==> src/rtl/ysyx_23060221_ifu_pkg.sv <==
// Shared types and constants for the ysyx_23060221 instruction fetch unit.
// RESET_PC is also used by PC generation so both ends agree on the boot address.
package ysyx_23060221_ifu_pkg;

  typedef enum logic [1:0] {
    IDLE = 2'd0,
    AR   = 2'd1,
    R    = 2'd2,
    HOLD = 2'd3
  } ifu_state_t;

  localparam logic [1:0] FC_NONE     = 2'b00;
  localparam logic [1:0] FC_MISALIGN = 2'b01;
  localparam logic [1:0] FC_BUSERR   = 2'b10;
  localparam logic [1:0] FC_TIMEOUT  = 2'b11;

  localparam logic [31:0] NOP_INST = 32'h00000013;
  localparam logic [31:0] RESET_PC = 32'h30000000;

endpackage

==> src/rtl/ysyx_23060221_ifu_watchdog.sv <==
// Bus watchdog for the fetch unit: counts cycles spent waiting on the read channel.
// Only built when IFU_TIMEOUT_EN is defined.
`ifdef IFU_TIMEOUT_EN
module ysyx_23060221_ifu_watchdog #(
  parameter int unsigned TIMEOUT_CYCLES = 256
) (
  input  logic clk,
  input  logic rst,
  input  logic clear,
  input  logic count_en,
  output logic expired
);

  localparam int CW = $clog2(TIMEOUT_CYCLES) + 1;

  logic [CW-1:0] count;

  // Counter parks at the expiry value so a stuck caller never wraps it.
  always_ff @(posedge clk) begin
    if (rst || clear) begin
      count <= '0;
    end else if (count_en && !expired) begin
      count <= count + 1'b1;
    end
  end

  assign expired = (count == CW'(TIMEOUT_CYCLES - 1));

endmodule
`endif

==> src/rtl/ysyx_23060221_ifu.sv <==
// Instruction fetch unit: takes a PC from WBU, performs one read on the bus and hands
// the word to IDU. Define IFU_TIMEOUT_EN to add a bus watchdog (fault cause 11).
module ysyx_23060221_ifu #(
   parameter logic [31:0] NOP_INST = ysyx_23060221_ifu_pkg::NOP_INST,
   parameter int unsigned TIMEOUT_CYCLES = 256
) (
   input  logic        clk,
   input  logic        rst,
   input  logic        WBU_valid,
   output logic        IFU_ready,
   input  logic [31:0] pc,
   output logic [31:0] araddr,
   output logic        arvalid,
   input  logic        arready,
   input  logic [31:0] rdata,
   input  logic [1:0]  rresp,
   input  logic        rvalid,
   output logic        rready,
   output logic [31:0] inst,
   output logic [31:0] inst_pc,
   output logic        IFU_valid,
   input  logic        IDU_ready,
   output logic        fetch_fault,
   output logic [1:0]  fault_cause
);

   import ysyx_23060221_ifu_pkg::*;

   ifu_state_t state;
   logic       timeout;

`ifdef IFU_TIMEOUT_EN
   ysyx_23060221_ifu_watchdog #(
      .TIMEOUT_CYCLES(TIMEOUT_CYCLES)
   ) u_watchdog (
      .clk     (clk),
      .rst     (rst),
      .clear   (state == IDLE),
      .count_en(state == AR || state == R),
      .expired (timeout)
   );
`else
   assign timeout = 1'b0;
`endif

   // Main fetch FSM; a completing handshake is checked before the watchdog so it always wins a tie.
   always_ff @(posedge clk) begin
      if (rst) begin
         state       <= IDLE;
         IFU_ready   <= 1'b1;
         arvalid     <= 1'b0;
         rready      <= 1'b0;
         IFU_valid   <= 1'b0;
         fetch_fault <= 1'b0;
         fault_cause <= FC_NONE;
         araddr      <= '0;
         inst        <= NOP_INST;
         inst_pc     <= '0;
      end else begin
         case (state)
            IDLE: begin
               if (WBU_valid && IFU_ready) begin
                  inst_pc   <= pc;
                  IFU_ready <= 1'b0;
                  if (pc[1:0] != 2'b00) begin
                     inst        <= NOP_INST;
                     fetch_fault <= 1'b1;
                     fault_cause <= FC_MISALIGN;
                     IFU_valid   <= 1'b1;
                     state       <= HOLD;
                  end else begin
                     araddr  <= pc;
                     arvalid <= 1'b1;
                     state   <= AR;
                  end
               end
            end
            AR: begin
               if (arready) begin
                  arvalid <= 1'b0;
                  rready  <= 1'b1;
                  state   <= R;
               end else if (timeout) begin
                  arvalid     <= 1'b0;
                  inst        <= NOP_INST;
                  fetch_fault <= 1'b1;
                  fault_cause <= FC_TIMEOUT;
                  IFU_valid   <= 1'b1;
                  state       <= HOLD;
               end
            end
            R: begin
               if (rvalid) begin
                  rready    <= 1'b0;
                  IFU_valid <= 1'b1;
                  state     <= HOLD;
                  if (rresp == 2'b00) begin
                     inst <= rdata;
                  end else begin
                     inst        <= NOP_INST;
                     fetch_fault <= 1'b1;
                     fault_cause <= FC_BUSERR;
                  end
               end else if (timeout) begin
                  rready      <= 1'b0;
                  inst        <= NOP_INST;
                  fetch_fault <= 1'b1;
                  fault_cause <= FC_TIMEOUT;
                  IFU_valid   <= 1'b1;
                  state       <= HOLD;
               end
            end
            HOLD: begin
               if (IFU_valid && IDU_ready) begin
                  IFU_valid   <= 1'b0;
                  fetch_fault <= 1'b0;
                  fault_cause <= FC_NONE;
                  IFU_ready   <= 1'b1;
                  state       <= IDLE;
               end
            end
            default: state <= IDLE;
         endcase
      end
   end

endmodule

==> config.mk <==
export PLATFORM = sky130hd
export DESIGN_NAME = ysyx_23060221_ifu
export DESIGN_NICKNAME = d
export VERILOG_FILES = /design/src/rtl/ysyx_23060221_ifu_pkg.sv /design/src/rtl/ysyx_23060221_ifu_watchdog.sv /design/src/rtl/ysyx_23060221_ifu.sv
export SDC_FILE = /design/constraint.sdc
export NUM_CORES = 1
export LEC_CHECK = 0
export ABC_AREA = 1
export CORE_MARGIN = 3
export CORE_UTILIZATION = 43
export CTS_CLUSTER_DIAMETER = 150
export DETAILED_ROUTE_END_ITERATION = 10
export GPL_TIMING_DRIVEN = 1
export HOLD_SLACK_MARGIN = 0.12
export PLACE_DENSITY = 0.8
export SYNTH_ARGS = -nofsm -noshare
export SYNTH_HDL_FRONTEND = slang
export SYNTH_SLANG_ARGS = --single-unit
==> constraint.sdc <==
create_clock -name clk -period 1.7 [get_ports clk]
set_input_delay 0.34 -clock clk [delete_from_list [all_inputs] [get_ports clk]]
set_output_delay 0.34 -clock clk [all_outputs]
set_load 0.01 [all_outputs]
# After elaboration in Yosys (flattened, before gate mapping)
# Index checks and enable logic that the tools add are counted.
dict set report word_totals {
  elab_cells 74
  in_bits 72
  register_bits 105
  latchBits 0
  out_inout_bits 103
  ramBits 0
  memories 0
  mem_bits_ro 0
}
dict set report op_classes {
  mul 0
  eq_ne 10
  bitwise 2
  n_lt_le_gt_ge 0
  muxes 34
  reduce_logical 18
  add_sub_neg 0
  div 0
  shifts 0
}
# op n
set op_table {}
lappend op_table {{$mux W32} 4}
lappend op_table {{$pmux W32 S2} 1}
lappend op_table {{$mux W2} 9}
lappend op_table {{$ne A2 B2 Y1 const B} 7}
lappend op_table {{$mux W1} 13}
lappend op_table {{$reduce_and A4 Y1} 3}
lappend op_table {{$reduce_bool A2 Y1} 5}
lappend op_table {{$reduce_and A3 Y1} 3}
lappend op_table {{$pmux W2 S4} 1}
lappend op_table {{$pmux W1 S2} 3}
lappend op_table {{$pmux W1 S3} 2}
lappend op_table {{$pmux W2 S3} 1}
lappend op_table {{$reduce_and A6 Y1} 1}
lappend op_table {{$reduce_and A5 Y1} 1}
lappend op_table {{$eq A2 B2 Y1 const B} 2}
lappend op_table {{$logic_not A2 Y1} 2}
lappend op_table {{$eq A2 B1 Y1 const B} 1}
lappend op_table {{$logic_and A1 B1 Y1} 2}
lappend op_table {{$not A1 Y1} 2}
lappend op_table {{$reduce_and A2 Y1} 1}

# Depth between registers and ports, before layout
dict set report logic_depth {
  ltp_word 4
  depth_mapped 10
  ltp_nobuf 8
}

# Least setup slack after synthesis
# Ideal clock, no wire load.
dict set report synth_timing {
  path_type {flip-flop to flip-flop}
  start {register state[0]}
  end {register inst[10]}
  stages_incl_launch_ff 11
  path_buffers 2
  required_ns 1.585
  t_arrival_ns 1.386
  setup_ns 0.115
  path_slack_ns 0.199
  synth_period_minus_slack_ns 1.501
  cell_sequence {dfxtp_1 -> inv_1 -> ha_1 -> buf_4 -> inv_2 -> nand2_1 -> o21ai_4 -> buf_6 -> nand3_1 -> nand2_1 -> nor2_1}
}
dict set report synth_via {
  elab_chain_cells 3
  elab_cells_between_ends 8
  classes_between {eq/ne (4); mux (1); reduce/logical (3)}
}
# element line_no
set synth_lines {}
lappend synth_lines {{start, declared} ysyx_23060221_ifu.sv:29} ;# ifu_state_t state;
lappend synth_lines {{start signal, assigned} ysyx_23060221_ifu.sv:49} ;# state <= IDLE;
lappend synth_lines {{start signal, assigned} ysyx_23060221_ifu.sv:70} ;# state <= HOLD;
lappend synth_lines {{start signal, assigned} ysyx_23060221_ifu.sv:74} ;# state <= AR;
lappend synth_lines {{$eq A2 B2 Y1 / $logic_not A2 Y1 (equally long branches)} ysyx_23060221_ifu.sv:60} ;# case (state)
lappend synth_lines {{$ne A2 B2 Y1 (no line) / $reduce_bool A2 Y1 (equally long branches)} -}
lappend synth_lines {{$reduce_and A4 Y1 (no line)} -}
lappend synth_lines {{end signal, assigned} ysyx_23060221_ifu.sv:98} ;# inst <= rdata;
lappend synth_lines {{end, declared} ysyx_23060221_ifu.sv:19} ;# output logic [31:0] inst,
# Parallel ways exist; a longest one is shown, timed or not.
# A chain may end at the register's enable or synchronous reset.

# Worst setup path in the final report
dict set report layout_timing {
  start {register IFU_ready}
  end {output IFU_ready}
}
# element line_no
set layout_rtl {}
lappend layout_rtl {{start, declared} ysyx_23060221_ifu.sv:10} ;# output logic IFU_ready,
lappend layout_rtl {{start signal, assigned} ysyx_23060221_ifu.sv:50} ;# IFU_ready <= 1'b1;
lappend layout_rtl {{start signal, assigned} ysyx_23060221_ifu.sv:64} ;# IFU_ready <= 1'b0;
lappend layout_rtl {{start signal, assigned} ysyx_23060221_ifu.sv:118} ;# IFU_ready <= 1'b1;
# No word-level cell between the ends.

==> results.yml <==
placed_design:
  hpwl_um: 9530
  place_inst: 871
  gp_congestion: 0.886
  io_buffers: 174
  dp_slack_ns: -0.0851
yosys:
  ys_ff_latch: 105
  postSynthCellCount: 584
  syn_area_per_cell_um2: 7.33
  synthesis.nets: 662
  synth_top_cell_by_area: "dfxtp_1"
  synth-warning-count: 0
  yosysSeqAreaShare_pct: 49.1
  netlist_area_mm2: 0.00428
  synthTopCellsByArea: "dfxtp_1 (49%), nand2_1 (11%), nor2_1 (9.9%)"
  netlist.area_leader.share_pct: 49.1
  yosysUniqueCellTypes: 18
worst_setup_path:
  cp_cell_sequence: "clkdlybuf4s50_1"
  worst_setup_path_end_kind: "output pin"
  cp.required_ns: 1.36
  path_max_fanout: 3
  cpPeakStageDelay_ns: 0.55
  arrival_ns: 1.29
  worst_setup_path_start_kind: "flop"
  cp_slowest_cell: "clkdlybuf4s50_1"
  path_buf_inv: 1
  crit_type: "reg -> out"
  path_delay_family: "buffers and inverters"
detailed_routing:
  dr_total_vias: 4483
  drt-total-wl_um: 12700
  ant_nets: 0
  wl_per_cell_um: 14.3
  drc_errors: 0
  drt_iter0_markers: 230
  dr.pass1.iters: 5
  vias_per_cell: 5.05
grt:
  grt-ovfl-total: 0
  grt_max_degree: 41
  first_global_vias: 4441
  track_usage_pct: 22.9
  antenna_found_initial: 0
  grt_pass1_wl_um: 21200
pwr:
  ir_drop_uv: 742
  sequentialPowerShare_pct: 35.2
  combPwrFrac_pct: 49.4
  pwr-share-clk_pct: 15.4
  p_total_mw: 10.2
  p_per_area_mw_per_mm2: 1580
  p_switching_mw: 3.84
  p_sw_share_pct: 37.6
  static-leakage-power_nw: 2.59
  internal-power_mw: 6.37
timing:
  drv_slew: 0
  finalSetupViolCount: 0
  holdWs_ns: 0.447
  worstMarginPinSlew_ns: 0.358
  fin_worst_skew_ns: 0.0156
  fmax_mhz: 613
  fin_crit_sh_pct: 96.0
  fin_crit_ns: 1.63
  final_hold_viol_count: 0
  layout_setup_ws_ns: 0.0675
  relSlewSlack_pct: 76.1
clocking:
  clkSinkCount: 105
  cts_max_level: 3
  post_cts_buffers: 0
  cts_tree: "done"
  numCtsBuffers: 9
  path_clk_slew_ns: 0.11
  insertion_delay_ns: 0.36
  clock_path_buffers: 2
  clockRootBuffer: "clkbuf_8"
floorplan:
  die_y_um: 106
  dieArea_mm2: 0.0112
  coreArea_mm2: 0.00946
  placementRows: 35
  die_w_um: 106
  ioPinCount: 175
  start_util_pct: 45.2
cells_and_area:
  nFillCells: 786
  nets: 831
  syn_to_final_growth_pct: 50.8
  final_util_pct: 68.2
  seq_area_mm2: 0.00210
  multi_input_area_mm2: 0.00188
  finalNonFillerCells: 887
  num_antenna_cells: 0
  drive_gt1_share_pct: 7.26
run_status:
  status: "completed"
hold_path:
  hp-class: "reg -> reg"
job:
  drv_cap: 0
[cells in the final DEF (no fill, tap or decap)]
master           instances
inv_2                    6
o211ai_1                 4
ha_2                     1
clkinv_4                 1
nor2_1                 112
dfxtp_1                103
o21a_1                   1
a21oi_1                 64
inv_1                   12
nand2_1                125
buf_12                   8
nor2_2                   1
clkinv_2                 2
buf_4                   18
ha_1                     5
nand2_2                  2
o21ai_0                 34
dfxtp_2                  2
clkbuf_8                 9
nand3_1                 69
inv_8                    1
dlymetal6s2s_1           2
o21ai_4                  1
inv_6                    2
bufinv_16                1
clkdlybuf4s50_1        172
[cells by family after synthesis]
| group | synth area share, % |
|---|---|
| fa+ha+maj | 1.75 |
| buf+inv | 7.25 |
| flops | 49.1 |
| simple gates | 29.1 |
| compound gates | 12.7 |
[through the flow]
stage | setup TNS [ns] | area, um2
CTS | 0 | 6430
global placement | -0.0503 | 6230
finish | 0 | 6450
global route | -0.0125 | 6450
detailed placement | -1.92 | 6230
floorplan | 0 | 4280
[repair_timing]
| item | CTS | global route |
|---|---|---|
| resized for setup | 0 | 10 |
| endpoints found under the setup margin | 0 | 45 |
| hold buffers | 0 | 0 |
[registers in the layout, indices dropped and copies added (netlist names)]
signal / flops
rready: 1
state: 2
araddr: 32
inst_pc: 32
IFU_ready: 1
arvalid: 1
fetch_fault: 1
IFU_valid: 1
fault_cause: 2
inst: 32
[cell usage after synthesis (all sizes together)]
cell type  number
nand2         127
nor2          113
dfxtp         105
nand3          69
a21oi          64
o21ai          35
buf            24
clkbuf         18
inv            17
ha              6
o211ai          4
clkinv          1
o21a            1
[final cells by class]
cell class | count | share of cell area (%)
clock buffer | 9 | 1.92
clock inverter | 7 | 1.20
inverter | 18 | 1.05
multi-input combinational | 419 | 29.1
sequential | 105 | 32.6
tap | 129 | 2.50
timing repair buffer | 200 | 31.6
[power by group through the flow]
stage	clock (mW)	sequential, mW	combinational (mW)
global placement	0	3.62	4.88
detailed placement	0	3.64	5.03
floorplan	0	3.93	2.47
CTS	1.62	3.59	5.05
finish	1.58	3.59	5.04
global route	1.72	3.67	5.56
[path summary, 6_finish.rpt]
kind / from / endpoint / slack, ns / depth (start not counted)
worst max-delay path: IFU_ready / IFU_ready / 0.07 / 1
worst min-delay path: araddr[0] / araddr[0] / 0.45 / 2
worst max register to register: state[1] / araddr[17] / 0.10 / 8
worst min register to register: araddr[0] / araddr[0] / 0.45 / 2
[per-layer routing]
layer	track usage [%]	wire length, um
met4	8.33	228
met1	27.8	5270
met2	36.7	5890
met3	9.00	1330
met5	0	0
Note: power is estimated with default switching activity, not from simulation.
